File: src/rtl/mem_arbiter.sv
// mem_arbiter
// Merges the instruction-cache (IM_*) and data-cache (DM_*) refill request
// streams onto one shared external memory port. Each granted request is
// registered, issued to memory for as long as memory takes to answer, and
// completed with a one-cycle ready pulse back to the requesting cache. A
// watchdog aborts a request that memory never answers.
//
// Ports:
//   clock, reset                  system clock, async active-high reset
//   IM_enable/read/write/address  instruction-side request (held until IM_ready)
//   IM_out, IM_ready              instruction-side read data, completion pulse
//   DM_enable/read/write/address  data-side request (held until DM_ready)
//   DM_in                         data-side write data
//   DM_out, DM_ready              data-side read data, completion pulse
//   MEM_enable/read/write         memory request, high for the whole BUSY state
//   MEM_address, MEM_in           memory address and write data
//   MEM_out, MEM_ready            memory read data and completion
//   bus_error                     sticky watchdog-abort flag
//
// State | meaning
// IDLE  | waiting for a request; arbitrates round-robin on a tie
// BUSY  | request registers driven onto the memory port
// RESP  | one-cycle ready pulse to the granted side
module mem_arbiter #(
  parameter int ADDR_WIDTH = 32,
  parameter int DATA_WIDTH = 32,
  parameter int TIMEOUT    = 255,
  parameter int CNT_WIDTH  = 8
) (
  input  logic                  clock,
  input  logic                  reset,
  input  logic                  IM_enable,
  input  logic                  IM_read,
  input  logic                  IM_write,
  input  logic [ADDR_WIDTH-1:0] IM_address,
  output logic [DATA_WIDTH-1:0] IM_out,
  output logic                  IM_ready,
  input  logic                  DM_enable,
  input  logic                  DM_read,
  input  logic                  DM_write,
  input  logic [ADDR_WIDTH-1:0] DM_address,
  input  logic [DATA_WIDTH-1:0] DM_in,
  output logic [DATA_WIDTH-1:0] DM_out,
  output logic                  DM_ready,
  output logic                  MEM_enable,
  output logic                  MEM_read,
  output logic                  MEM_write,
  output logic [ADDR_WIDTH-1:0] MEM_address,
  output logic [DATA_WIDTH-1:0] MEM_in,
  input  logic [DATA_WIDTH-1:0] MEM_out,
  input  logic                  MEM_ready,
  output logic                  bus_error
);

  typedef enum logic [1:0] {S_IDLE, S_BUSY, S_RESP} state_t;

  localparam logic [CNT_WIDTH-1:0] TO_CNT = CNT_WIDTH'(TIMEOUT);

  state_t                 state_q, state_d;
  logic                   side_q, side_d;           // 1 = DM, 0 = IM
  logic                   last_grant_q, last_grant_d;
  logic                   rd_q, rd_d;
  logic                   wr_q, wr_d;
  logic [ADDR_WIDTH-1:0]  addr_q, addr_d;
  logic [DATA_WIDTH-1:0]  wdata_q, wdata_d;
  logic [CNT_WIDTH-1:0]   cnt_q, cnt_d;
  logic                   berr_q, berr_d;
  logic [DATA_WIDTH-1:0]  im_out_q, im_out_d;
  logic [DATA_WIDTH-1:0]  dm_out_q, dm_out_d;
  logic                   grant_dm;
  logic                   req_rd;

  always_ff @(posedge clock or posedge reset) begin
    if (reset) begin
      state_q      <= S_IDLE;
      side_q       <= 1'b0;
      last_grant_q <= 1'b0;
      rd_q         <= 1'b0;
      wr_q         <= 1'b0;
      addr_q       <= '0;
      wdata_q      <= '0;
      cnt_q        <= '0;
      berr_q       <= 1'b0;
      im_out_q     <= '0;
      dm_out_q     <= '0;
    end else begin
      state_q      <= state_d;
      side_q       <= side_d;
      last_grant_q <= last_grant_d;
      rd_q         <= rd_d;
      wr_q         <= wr_d;
      addr_q       <= addr_d;
      wdata_q      <= wdata_d;
      cnt_q        <= cnt_d;
      berr_q       <= berr_d;
      im_out_q     <= im_out_d;
      dm_out_q     <= dm_out_d;
    end
  end

  always_comb begin
    state_d      = state_q;
    side_d       = side_q;
    last_grant_d = last_grant_q;
    rd_d         = rd_q;
    wr_d         = wr_q;
    addr_d       = addr_q;
    wdata_d      = wdata_q;
    cnt_d        = cnt_q;
    berr_d       = berr_q;
    im_out_d     = im_out_q;
    dm_out_d     = dm_out_q;
    // On a tie DM wins unless DM had the previous grant.
    grant_dm     = DM_enable && (!IM_enable || !last_grant_q);
    // Read wins over write; a request with neither is issued as a read.
    req_rd       = grant_dm ? (DM_read || !DM_write) : (IM_read || !IM_write);

    case (state_q)
      S_IDLE: begin
        if (IM_enable || DM_enable) begin
          side_d       = grant_dm;
          last_grant_d = grant_dm;
          rd_d         = req_rd;
          wr_d         = !req_rd;
          addr_d       = grant_dm ? DM_address : IM_address;
          wdata_d      = grant_dm ? DM_in : '0;
          cnt_d        = '0;
          state_d      = S_BUSY;
        end
      end
      S_BUSY: begin
        if (MEM_ready) begin
          if (rd_q) begin
            if (side_q) dm_out_d = MEM_out;
            else        im_out_d = MEM_out;
          end
          state_d = S_RESP;
        end else begin
          cnt_d = cnt_q + 1'b1;
          if ((TIMEOUT != 0) && (cnt_d == TO_CNT)) begin
            berr_d  = 1'b1;
            state_d = S_RESP;
          end
        end
      end
      S_RESP:  state_d = S_IDLE;
      default: state_d = S_IDLE;
    endcase
  end

  logic busy;
  logic resp;
  assign busy = (state_q == S_BUSY);
  assign resp = (state_q == S_RESP);

  assign MEM_enable  = busy;
  assign MEM_read    = busy && rd_q;
  assign MEM_write   = busy && wr_q;
  assign MEM_address = busy ? addr_q  : '0;
  assign MEM_in      = busy ? wdata_q : '0;
  assign IM_ready    = resp && !side_q;
  assign DM_ready    = resp && side_q;
  assign IM_out      = im_out_q;
  assign DM_out      = dm_out_q;
  assign bus_error   = berr_q;

endmodule

File: config.mk
export PLATFORM = sky130hd
export DESIGN_NAME = mem_arbiter
export DESIGN_NICKNAME = d
export VERILOG_FILES = /design/src/rtl/mem_arbiter.sv
export SDC_FILE = /design/constraint.sdc
export NUM_CORES = 1
export LEC_CHECK = 0
export BUFFER_PORTS_ARGS = -buffer_cell sky130_fd_sc_hd__buf_2
export CORE_MARGIN = 3
export CORE_UTILIZATION = 30
export CTS_BUF_LIST = sky130_fd_sc_hd__clkbuf_8 sky130_fd_sc_hd__clkbuf_16
export DETAILED_ROUTE_END_ITERATION = 16
export GPL_TIMING_DRIVEN = 0
export HOLD_SLACK_MARGIN = 0.1
export SYNTH_ARGS = -nofsm -noshare
export SYNTH_HDL_FRONTEND = slang
export SYNTH_SLANG_ARGS = --single-unit
File: constraint.sdc
create_clock -name clock -period 6.14 [get_ports clock]
set_input_delay 1.228 -clock clock [delete_from_list [all_inputs] [get_ports clock]]
set_output_delay 1.228 -clock clock [all_outputs]
set_load 0.05 [all_outputs]
### Word level (Yosys, flattened, before mapping)

Cells that the tools add are included.

| word-level totals | value |
|---|---|
| bits in registers | 142 |
| latch bits | 0 |
| memory bits (writable) | 0 |
| memory bits (read-only) | 0 |
| input port bits | 137 |
| output and inout bits | 134 |
| word-level logic and storage cells | 53 |
| memories | 0 |

| operators by class | value |
|---|---|
| $add $sub $neg | 1 |
| multipliers | 0 |
| divide/modulo/power cells | 0 |
| order comparisons | 0 |
| equality and inequality tests | 6 |
| shift operators | 0 |
| muxes and demuxes | 12 |
| bitwise logic cells | 2 |
| reductions and logical operators | 22 |

Operators by type and width:

| operator | number |
|---|---|
| 2-to-1 mux 32 bit | 4 |
| 2-to-1 mux 8 bit | 2 |
| one-hot mux 8 bit (2 select lines) | 1 |
| adder 8 x 1 -> 8 bit (second input constant) | 1 |
| == test 8 bit (second input constant) | 1 |
| AND reduction 4 bit | 2 |
| 2-to-1 mux 2 bit | 3 |
| AND reduction 3 bit | 2 |
| logical AND 1 bit | 5 |
| logical NOT 1 bit | 5 |
| logical OR 1 bit | 4 |
| != test 2 bit (second input constant) | 2 |
| one-hot mux 2 bit (2 select lines) | 1 |
| AND reduction 2 bit | 2 |
| != test 3 x 2 -> 1 bit (second input constant) | 1 |
| == test 2 x 1 -> 1 bit (second input constant) | 1 |
| == test 2 bit (second input constant) | 1 |
| logical NOT 2 bit | 1 |
| NOT 1 bit | 2 |
| nonzero test 2 bit | 1 |
| 2-to-1 mux 1 bit | 1 |

### Logic depth before layout (Yosys ltp)

Gate-level depths: netlist (run 1).

| depth | value |
|---|---|
| depth after elaboration | 5 |
| mapped depth | 6 |
| depth with buffers taken out | 6 |

### Worst setup path before layout (run 1)

No wires, ideal clock.

| timing path | value |
|---|---|
| path kind | register -> output |
| start | register state_q[1] |
| end | output MEM_in[23] |
| arrival time | 1.681 ns |
| required time | 4.912 ns |
| slack | 3.231 ns |
| cell stages (with the launch flop) | 4 |
| buffers on the path | 1 |
| cells stage by stage | dfrtp_1 nor2b_4 clkbuf_1 and2_1 |

| on the way | value |
|---|---|
| longest elaborated chain between the ends | 2 |

Ends and longest elaborated chain:

| item | line | text |
|---|---|---|
| start, declared | 59 | `state_t state_q, state_d;` |
| start signal, assigned | 87 | `state_q <= state_d;` |
| == test 2 x 1 -> 1 bit | 153 | `assign busy = (state_q == S_BUSY);` |
| named net MEM_enable | 45 | `output logic MEM_enable,` |
| 2-to-1 mux 32 bit | 160 | `assign MEM_in = busy ? wdata_q : '0;` |
| end, declared | 49 | `output logic [DATA_WIDTH-1:0] MEM_in,` |

The timed path passes the listed nets, and every way through them passes these cells.

### Worst setup path after layout (run 1)

| timing path | value |
|---|---|
| start | register state_q[1] |
| end | output MEM_in[13] |

| on the way | value |
|---|---|
| longest elaborated chain between the ends | 2 |

Ends and longest elaborated chain:

| item | line |
|---|---|
| == test 2 x 1 -> 1 bit | 153 |
| 2-to-1 mux 32 bit | 160 |

No other way between the ends.

==> results of run 1 <==
how the worst max path moves through the flow:
stage	start	endpoint	slack, ns	cells past startpoint
global placement	reset	addr_q[8]$_DFFE_PP0P_	-0.82	2
floorplan	reset	DM_out[0]$_DFFE_PP0P_	1.10	1
global route	state_q[1]$_DFFE_PP0P_	MEM_in[14]	2.43	5
detailed placement	state_q[1]$_DFFE_PP0P_	MEM_in[19]	2.97	5
CTS	state_q[1]$_DFFE_PP0P_	MEM_in[19]	2.51	5
finish	state_q[1]$_DFFE_PP0P_	MEM_in[13]	2.61	5
per-stage QoR:
step / worst slack, ns / utilization (%) / cell area (um2)
6_report: 2.61 / 42.0 / 8530
5_1_grt: 2.43 / 42.0 / 8530
4_1_cts: 2.51 / 42.0 / 8530
3_5_place_dp: 2.97 / 39.1 / 7940
3_3_place_gp: -0.821 / 38.9 / 7900
2_1_floorplan: 1.10 / - / 6210
power by group through the flow:
stage | combinational [mW] | sequential [mW] | clock (mW)
after floorplan | 1.36 | 2.30 | 0
after global placement | 2.76 | 1.58 | 0
after detailed placement | 2.78 | 1.59 | 0
after CTS | 2.78 | 1.58 | 1.09
after global routing | 2.92 | 1.63 | 1.13
final | 2.74 | 1.58 | 1.05
placed cells by master (no fill, tap or decap), drive strengths merged, types with 3 or more instances in the layout:
master  count
buf       287
dfrtp     142
and2       69
mux2       64
o21ai      43
nand2      40
clkbuf     34
a22o       33
mux2i      32
inv        10
clkinv      6
nor2        5
nand3       5
a31oi       3
o21a        3
bufinv      3
cell families after synthesis:
| family | share of synthesized area, % |
|---|---|
| AOI/OAI and AO/OA | 9.66 |
| xor gates and xnor gates | 0.423 |
| adders and majority gates | 0.403 |
| buffers and inverters | 3.72 |
| DFF | 57.2 |
| muxes | 16.8 |
| and+or+nand+nor | 11.9 |
layout make-up:
type | count | area [um2] | area share [%]
Multi-Input combinational cell | 320 | 2430 | 28.5
Sequential cell | 142 | 3550 | 41.7
Inverter | 5 | 23.8 | 0.279
Clock buffer | 17 | 425 | 4.99
Timing Repair Buffer | 271 | 1380 | 16.2
Clock inverter | 15 | 169 | 1.98
Buffer | 33 | 213 | 2.49
Tap cell | 270 | 338 | 3.96
sequential cells by signal, indices dropped and copies added, names as in the netlist:
signal	flops
IM_out	32
cnt_q	8
last_grant_q	1
bus_error	1
wdata_q	32
addr_q	32
rd_q	1
wr_q	1
state_q	2
DM_out	32
per-layer routing:
metal,wire (um),GRT usage [%],vias to the layer above
li1,-,-,2329
met1,6990,18.6,2285
met2,7970,24.6,211
met3,1680,5.00,22
met4,245,5.03,0
met5,0,0,-
==> run_results.csv, run 1 <==
group,metric,value,unit
run_status,status,"finished, final reports clean",
finish,antenna_cells,0,
global_routing,grt_pass1_vias,4955,
routing,dr.pass1.iters,4,
worst_hold_path,worstHoldPathCells,1,
setup_path,r2r_start,"cnt_q[0]$_DFFE_PP0P_",
power_and_ir_drop,p_seq_share,29.3,%
routing,wl,16900,um
global_routing,grt_pass1_wl,26300,um
clock_network,clock_path_buffers,2,
setup_path,regToRegSetupSlack,4.24,ns
clock_network,post_cts_buffers,0,
setup_path,required,4.91,ns
clock_network,cts_buffers,17,
routing,via_per_inst,4.52,
global_routing,antenna_found_initial,0,
routing,antenna_left,0,
setup_path,cp_num_buf_inv,3,
finish,fin_nets,929,
setup_path,slowest_delay,0.42,ns
synthesis,synth_area_leaders,"dfrtp_1, mux2_2, and2_1",
worst_hold_path,hold_path_end,"bus_error$_DFFE_PP0P_",
floorplanning,initial_core_util,30.6,%
routing,drt_iter0_drc,114,
timing,fmax,284,MHz
clock_network,clock-sinks,142,
synthesis,synth_edf_count,0,
routing,vias,4847,
routing,wl_per_cell,15.7,um
synthesis,synth_flop_cell,"dfrtp_1",
setup_path,crit_top_cell,"clkbuf_1",
synthesis,netlist_instances,500,
synthesis,synthArstFlopShare,100,%
clock_network,root_buffer,"clkbuf_16",
global_routing,grt_overflow_total,0,
global_routing,grt.total_usage,15.0,%
setup_path,critPathMaxFanout,10,
power_and_ir_drop,power_frac_clock,19.5,%
finish,drive_gt1_share,47.7,%
setup_path,reg2reg_depth,6,
power_and_ir_drop,combPwrFrac,51.1,%
power_and_ir_drop,sw_frac_of_total,48.4,%
timing,finalSetupTns,0,ns
floorplanning,core-area,20300,um2
clock_network,cts_tree,"built",
timing,hold_violations,0,
global_routing,grt_max_degree,93,
floorplanning,die_w,150,um
timing,period_minus_slack,3.53,ns
clock_network,post_cts_resized,0,
worst_hold_path,hold_start,"bus_error$_DFFE_PP0P_",
timing,slew_headroom,45.9,%
floorplanning,die_y,150,um
setup_path,critPathKind,"reg -> out",
setup_path,crit_family,"buffers and inverters",
clock_network,postCtsHoldBufs,0,
floorplanning,num_rows,52,
setup_path,critPathCaptureType,"primary output",
synthesis,yosysMostFrequentCell,"dfrtp_1",
synthesis,synth_common_cells,"dfrtp_1, and2_1, mux2_2",
synthesis,yosysWarnings,0,
synthesis,syn_area_per_cell,12.4,um2
placement,place_congestion,0.768,
clock_network,clk_pin_slew,0.06,ns
placement,numPortBuffers,270,
clock_network,clk_latency,0.41,ns
synthesis,syn-num-nets,639,
synthesis,synth.top_cell.area_share,57.2,%
timing,hold_slack,0.454,ns
timing,setup_viol,0,
setup_path,critPathArrivalTime,2.30,ns
floorplanning,ioPinCount,271,
power_and_ir_drop,vdd_drop_max,0.000239,V
run,drv_cap,0,
timing,drv_slew,0,
power_and_ir_drop,p_int,2.77,mW
finish,nFillCells,2009,
synthesis,yosysSeqAreaShare,57.2,%
timing,worst_pin_slew,0.806,ns
timing,period_share,57.4,%
routing,drcViolationCount,0,
setup_path,start_kind,"flop",
power_and_ir_drop,total_power,5.37,mW
synthesis,syn-cell-area,6210,um2
setup_path,worstPathCellList,"nor2b_4, clkbuf_1, clkbuf_1, and2_1, buf_2",
setup_path,r2r_end,"state_q[0]$_DFFE_PP0P_",
finish,area.growth.synth_to_final,37.3,%
synthesis,ys_types,42,
power_and_ir_drop,pwr_density_cell,629,nW/um2
power_and_ir_drop,p_sw,2.60,mW
placement,dp_hpwl,12900,um
synthesis,synth_seq_cells,142,
clock_network,htree_levels,4,
placement,dp_cells,1041,
floorplanning,dieArea,22500,um2
timing,finClkSkew,0.00902,ns
timing,rsz0062_at_grt,"no",
finish,final_cell_count_no_fill,1073,
power_and_ir_drop,p_leak,4.38,nW
worst_hold_path,hold_class,"reg -> reg",
setup_path,cp_slowest_cell,"dfrtp_1",
synthesis,synth_top_area_cell,"dfrtp_1",
Note: power is estimated with default switching activity, not from simulation.
==> run 2: changes to the inputs <==
Clock period 6.14 ns to 3.25 ns, I/O delays scaled along.
==> run 2 against run 1 <==
Core utilization barely moved. Clock skew rose by 0.0021 ns. Critical path depth did not move. Die area did not move. Power rose by 88%. Final cell count rose by 0.19%. Count of clock-buffer cells in the layout did not move. Flip-flop and latch count did not move. Critical endpoint is now MEM_in[3]. Largest cell class unchanged.
==> run_results.csv, run 2 (synthesis gave the netlist of run 1 again) <==
group,metric,value,unit
power_and_ir_drop,vdd_drop_max,0.000398,V
setup_path,crit_top_cell,"clkbuf_1",
clock_network,cts_tree,"built",
power_and_ir_drop,sw_frac_of_total,49.4,%
global_routing,grt_pass1_wl,26700,um
worst_hold_path,hold_class,"in -> async",
clock_network,clock-sinks,142,
timing,drv_slew,0,
routing,vias,4816,
clock_network,htree_levels,4,
finish,layout_common_cells,"buf_2, dfrtp_1, and2_1",
floorplanning,die_y,150,um
floorplanning,ioPinCount,271,
setup_path,path_depth,5,
power_and_ir_drop,pwr_density_cell,1180,nW/um2
clock_network,post_cts_resized,0,
setup_path,critPathCaptureType,"primary output",
finish,antenna_cells,0,
power_and_ir_drop,power_frac_clock,19.0,%
setup_path,slowest_delay,0.43,ns
clock_network,clk_latency,0.42,ns
clock_network,postCtsHoldBufs,0,
timing,period_share,91.6,%
power_and_ir_drop,combPwrFrac,51.4,%
setup_path,start_kind,"flop",
timing,rsz0062_at_grt,"no",
clock_network,clock_path_buffers,2,
timing,hold_violations,0,
timing,setup_slack,0.273,ns
clock_network,post_cts_buffers,0,
setup_path,cp_slowest_cell,"dfrtp_1",
setup_path,crit_family,"buffers and inverters",
global_routing,antenna_found_initial,0,
routing,wl_per_cell,15.8,um
global_routing,grt.total_usage,15.2,%
routing,dr.pass1.iters,4,
timing,setup_viol,0,
timing,slew_headroom,50.3,%
finish,nFillCells,2005,
setup_path,critPathMaxFanout,10,
global_routing,grt_pass1_vias,4896,
clock_network,clk_pin_slew,0.07,ns
clock_network,root_buffer,"clkbuf_16",
floorplanning,num_rows,52,
timing,finClkSkew,0.0111,ns
timing,period_minus_slack,2.98,ns
timing,worst_pin_slew,0.741,ns
routing,wl,17000,um
floorplanning,core-area,20300,um2
routing,drcViolationCount,0,
global_routing,grt_max_degree,42,
routing,via_per_inst,4.48,
routing,drt_iter0_drc,109,
placement,place_ws,0.718,ns
placement,dp_hpwl,13000,um
power_and_ir_drop,p_sw,4.99,mW
power_and_ir_drop,p_int,5.11,mW
clock_network,cts_buffers,17,
finish,final_common_cell,"buf_2",
finish,area.growth.synth_to_final,37.4,%
setup_path,required,2.60,ns
setup_path,reg2reg_depth,6,
setup_path,critPathKind,"reg -> out",
placement,numPortBuffers,270,
power_and_ir_drop,p_seq_share,29.5,%
routing,antenna_left,0,
floorplanning,dieArea,22500,um2
placement,place_congestion,0.748,
power_and_ir_drop,p_leak,4.36,nW
timing,hold_slack,0.327,ns
setup_path,critPathArrivalTime,2.33,ns
run_status,status,"finished, final reports clean",
global_routing,grt_overflow_total,0,
setup_path,worstPathCellList,"nor2b_4, clkbuf_1, clkbuf_1, and2_1, buf_2",
timing,finalSetupTns,0,ns
finish,fin_nets,931,
finish,drive_gt1_share,48.1,%
run,drv_cap,0,
floorplanning,initial_core_util,30.6,%
timing,fmax,336,MHz
setup_path,cp_num_buf_inv,3,
floorplanning,die_w,150,um
run 2: cell count changes in the layout (fill, tap and decap cells not counted):
cell / before / now
clkinvlp_4: 1 / 4
clkinv_2: 4 / 1
inv_8: 0 / 1
clkinv_4: 2 / 1
buf_12: 0 / 3
inv_6: 4 / 8
buf_16: 1 / 0
bufinv_16: 3 / 1
inv_1: 6 / 4
run 2: layer usage:
metal | track usage, % | wire length (um)
met2 | 24.8 | 7950
met4 | 3.71 | 153
met3 | 5.57 | 1600
met5 | 0 | 0
met1 | 19.2 | 7290
run 2: per-stage QoR:
stage	power [mW]	utilization, %	area (um2)	instances
after floorplan	6.92	-	6220	500
after global placement	8.21	39.0	7910	1040
after detailed placement	8.27	39.3	7970	1043
after CTS	10.2	42.1	8540	1075
after global routing	10.7	42.1	8540	1075
final	10.1	42.1	8540	1075
run 2: worst reg2reg max path: stages (launching register included):
cell and delay, ns:
dfrtp_1 0.39, ha_1 0.28, nand4_1 0.16, nor4_1 0.25, a31oi_1 0.07, a211oi_1 0.48, o21ai_0 0.14
run 2: layout make-up:
type	instances	area [um2]	area share, %
well taps	270	338	3.96
clock inverters	15	148	1.73
plain buffers	33	213	2.49
flip-flops and latches	142	3550	41.6
multi-input cells	320	2430	28.5
inverters	5	22.5	0.264
repair buffers	273	1410	16.5
clock buffers	17	425	4.98
run 2: power by group through the flow:
stage          Clock [mW]  Sequential, mW  Combinational [mW]
3_5_place_dp            0            3.01                5.26
4_1_cts              1.99            2.99                5.26
3_3_place_gp            0            2.99                5.22
6_report             1.92            2.98                5.19
5_1_grt              2.07            3.08                5.53
2_1_floorplan           0            4.35                2.58
run 2: worst paths after layout:
path | endpoint | start | slack (ns)
min | wdata_q[24]$_DFFE_PP0P_ | reset | 0.33
max reg2reg | state_q[0]$_DFFE_PP0P_ | cnt_q[0]$_DFFE_PP0P_ | 1.35
max | MEM_in[3] | state_q[1]$_DFFE_PP0P_ | 0.27
min reg2reg | bus_error$_DFFE_PP0P_ | bus_error$_DFFE_PP0P_ | 0.46
max in group asynchronous | addr_q[16]$_DFFE_PP0P_ | reset | 2.03
min in group clock | wdata_q[22]$_DFFE_PP0P_ | DM_in[22] | 0.44
==> run 3: changes to the inputs <==
Settings changed: CELL_PAD_IN_SITES_DETAIL_PLACEMENT from default to 0, CELL_PAD_IN_SITES_GLOBAL_PLACEMENT from default to 1, CORE_UTILIZATION 30 to 36, PLACE_DENSITY_LB_ADDON from default to 0.1, SETUP_SLACK_MARGIN from default to 0.3.
==> run 3 against run 2 <==
Combinational power hardly changed. Die area is 16% lower. Maximum frequency increased by 8.8%. Via count rose by 0.85%. Clock power rose by 16%. Final cell count is 4.6% lower. Register-to-register slack lost 0.05 ns. Global-route usage increased by 2.3 points. Design area rose by 0.60%. First-iteration DRC count rose by 20%. Setup slack gained 0.24 ns. Critical path type unchanged.
==> run_results.csv, run 3 (synthesis gave the netlist of run 1 again) <==
group,metric,value,unit
run_status,status,"finished, final reports clean",
floorplanning,die_w,137,um
placement,numPortBuffers,270,
clock_network,clock_path_buffers,2,
finish,final_cell_count_no_fill,1026,
power_and_ir_drop,total_power,10.4,mW
routing,dr.pass1.iters,4,
setup_path,worstPathCellList,"nor2b_4, clkbuf_2, clkbuf_1, and2_1, buf_2",
setup_path,cp_slowest_cell,"dfrtp_1",
placement,place_congestion,0.778,
timing,period_minus_slack,2.74,ns
floorplanning,ioPinCount,271,
timing,drv_slew,0,
global_routing,antenna_found_initial,2,
timing,setup_viol,0,
run,drv_cap,0,
floorplanning,initial_core_util,37.1,%
setup_path,critPathCaptureType,"primary output",
setup_path,critPathArrivalTime,2.09,ns
clock_network,cts_buffers,17,
clock_network,clock-sinks,142,
clock_network,clk_latency,0.42,ns
routing,via_per_inst,4.73,
power_and_ir_drop,pwr_density_cell,1210,nW/um2
finish,final_common_cell,"buf_2",
power_and_ir_drop,vdd_drop_max,0.000606,V
routing,drcViolationCount,0,
global_routing,grt_overflow_total,0,
timing,hold_violations,0,
clock_network,post_cts_resized,1,
routing,vias,4857,
floorplanning,dieArea,18900,um2
global_routing,grt_pass1_wl,25500,um
timing,worst_pin_slew,0.816,ns
global_routing,grt.total_usage,17.5,%
worst_hold_path,hold_class,"in -> async",
finish,fin_nets,931,
power_and_ir_drop,p_leak,4.43,nW
clock_network,htree_levels,4,
timing,finClkSkew,0.00880,ns
floorplanning,core-area,16800,um2
setup_path,slowest_delay,0.42,ns
setup_path,start_kind,"flop",
finish,nFillCells,1569,
placement,dp_hpwl,13300,um
finish,area.growth.synth_to_final,38.3,%
clock_network,clk_pin_slew,0.06,ns
global_routing,grt_max_degree,45,
clock_network,postCtsHoldBufs,0,
finish,drive_gt1_share,48.0,%
setup_path,critPathMaxFanout,10,
timing,slew_headroom,45.3,%
setup_path,crit_family,"buffers and inverters",
clock_network,cts_tree,"built",
routing,wl,16900,um
routing,wl_per_cell,16.5,um
clock_network,post_cts_buffers,0,
global_routing,grt_pass1_vias,4867,
routing,drt_iter0_drc,131,
clock_network,root_buffer,"clkbuf_16",
timing,hold_slack,0.334,ns
finish,layout_common_cells,"buf_2, dfrtp_1, and2_1",
floorplanning,die_y,137,um
timing,period_share,84.2,%
placement,dp_cells,993,
routing,antenna_left,0,
setup_path,critPathKind,"reg -> out",
setup_path,cp_num_buf_inv,3,
timing,rsz0062_at_grt,"no",
timing,fmax,366,MHz
setup_path,required,2.60,ns
floorplanning,num_rows,47,
## run 3: cell types whose count changed in the layout (fill, tap and decap cells not counted), sizes merged
cell      change
inv           -6
diode         +2
clkinv        -1
clkbuf        +3
bufinv        +5
clkinvlp      -2
## run 3: metrics by stage
| stage | setup TNS, ns | setup slack [ns] | utilization [%] | instance area [um2] |
|---|---|---|---|---|
| after floorplan | 0 | 0.823 | - | 6220 |
| after global placement | -12.80 | -0.0981 | 46.8 | 7850 |
| after detailed placement | 0 | 0.580 | 47.2 | 7910 |
| after CTS | 0 | 0.315 | 51.2 | 8590 |
| after global routing | 0 | 0.332 | 51.3 | 8590 |
| final | 0 | 0.514 | 51.3 | 8590 |
## run 3: routing by layer
layer / vias up / global-route usage (%) / wire length, um
li1: 2332 / - / -
met1: 2312 / 22.2 / 7040
met2: 193 / 28.3 / 8110
met3: 18 / 5.59 / 1470
met4: 2 / 6.26 / 284
met5: - / 0 / 13
## run 3: cell type report
| type | count | area, um2 | share of cell area (%) |
|---|---|---|---|
| clock inverters | 11 | 213 | 2.48 |
| flip-flops and latches | 142 | 3550 | 41.4 |
| clock buffers | 20 | 467 | 5.43 |
| plain buffers | 33 | 215 | 2.50 |
| repair buffers | 273 | 1410 | 16.4 |
| multi-input cells | 320 | 2430 | 28.3 |
| diodes | 2 | 5.00 | 0.0582 |
| well taps | 220 | 275 | 3.20 |
| inverters | 5 | 22.5 | 0.262 |
## run 3: final timing paths
check / start / end / slack [ns] / depth (start not counted)
max reg2reg: cnt_q[0]$_DFFE_PP0P_ / state_q[0]$_DFFE_PP0P_ / 1.30 / 6
max: state_q[1]$_DFFE_PP0P_ / MEM_in[5] / 0.51 / 5
min: reset / wdata_q[15]$_DFFE_PP0P_ / 0.33 / 2
max in group asynchronous: reset / DM_out[26]$_DFFE_PP0P_ / 2.03 / 4
min reg2reg: bus_error$_DFFE_PP0P_ / bus_error$_DFFE_PP0P_ / 0.46 / 1
min in group clock: DM_in[12] / wdata_q[12]$_DFFE_PP0P_ / 0.45 / 2
## run 3: power by group
group          total (mW)  internal (mW)  switching [mW]
Clock                2.23           1.50           0.735
Combinational        5.20           1.45            3.75
Sequential           2.98           2.58           0.396
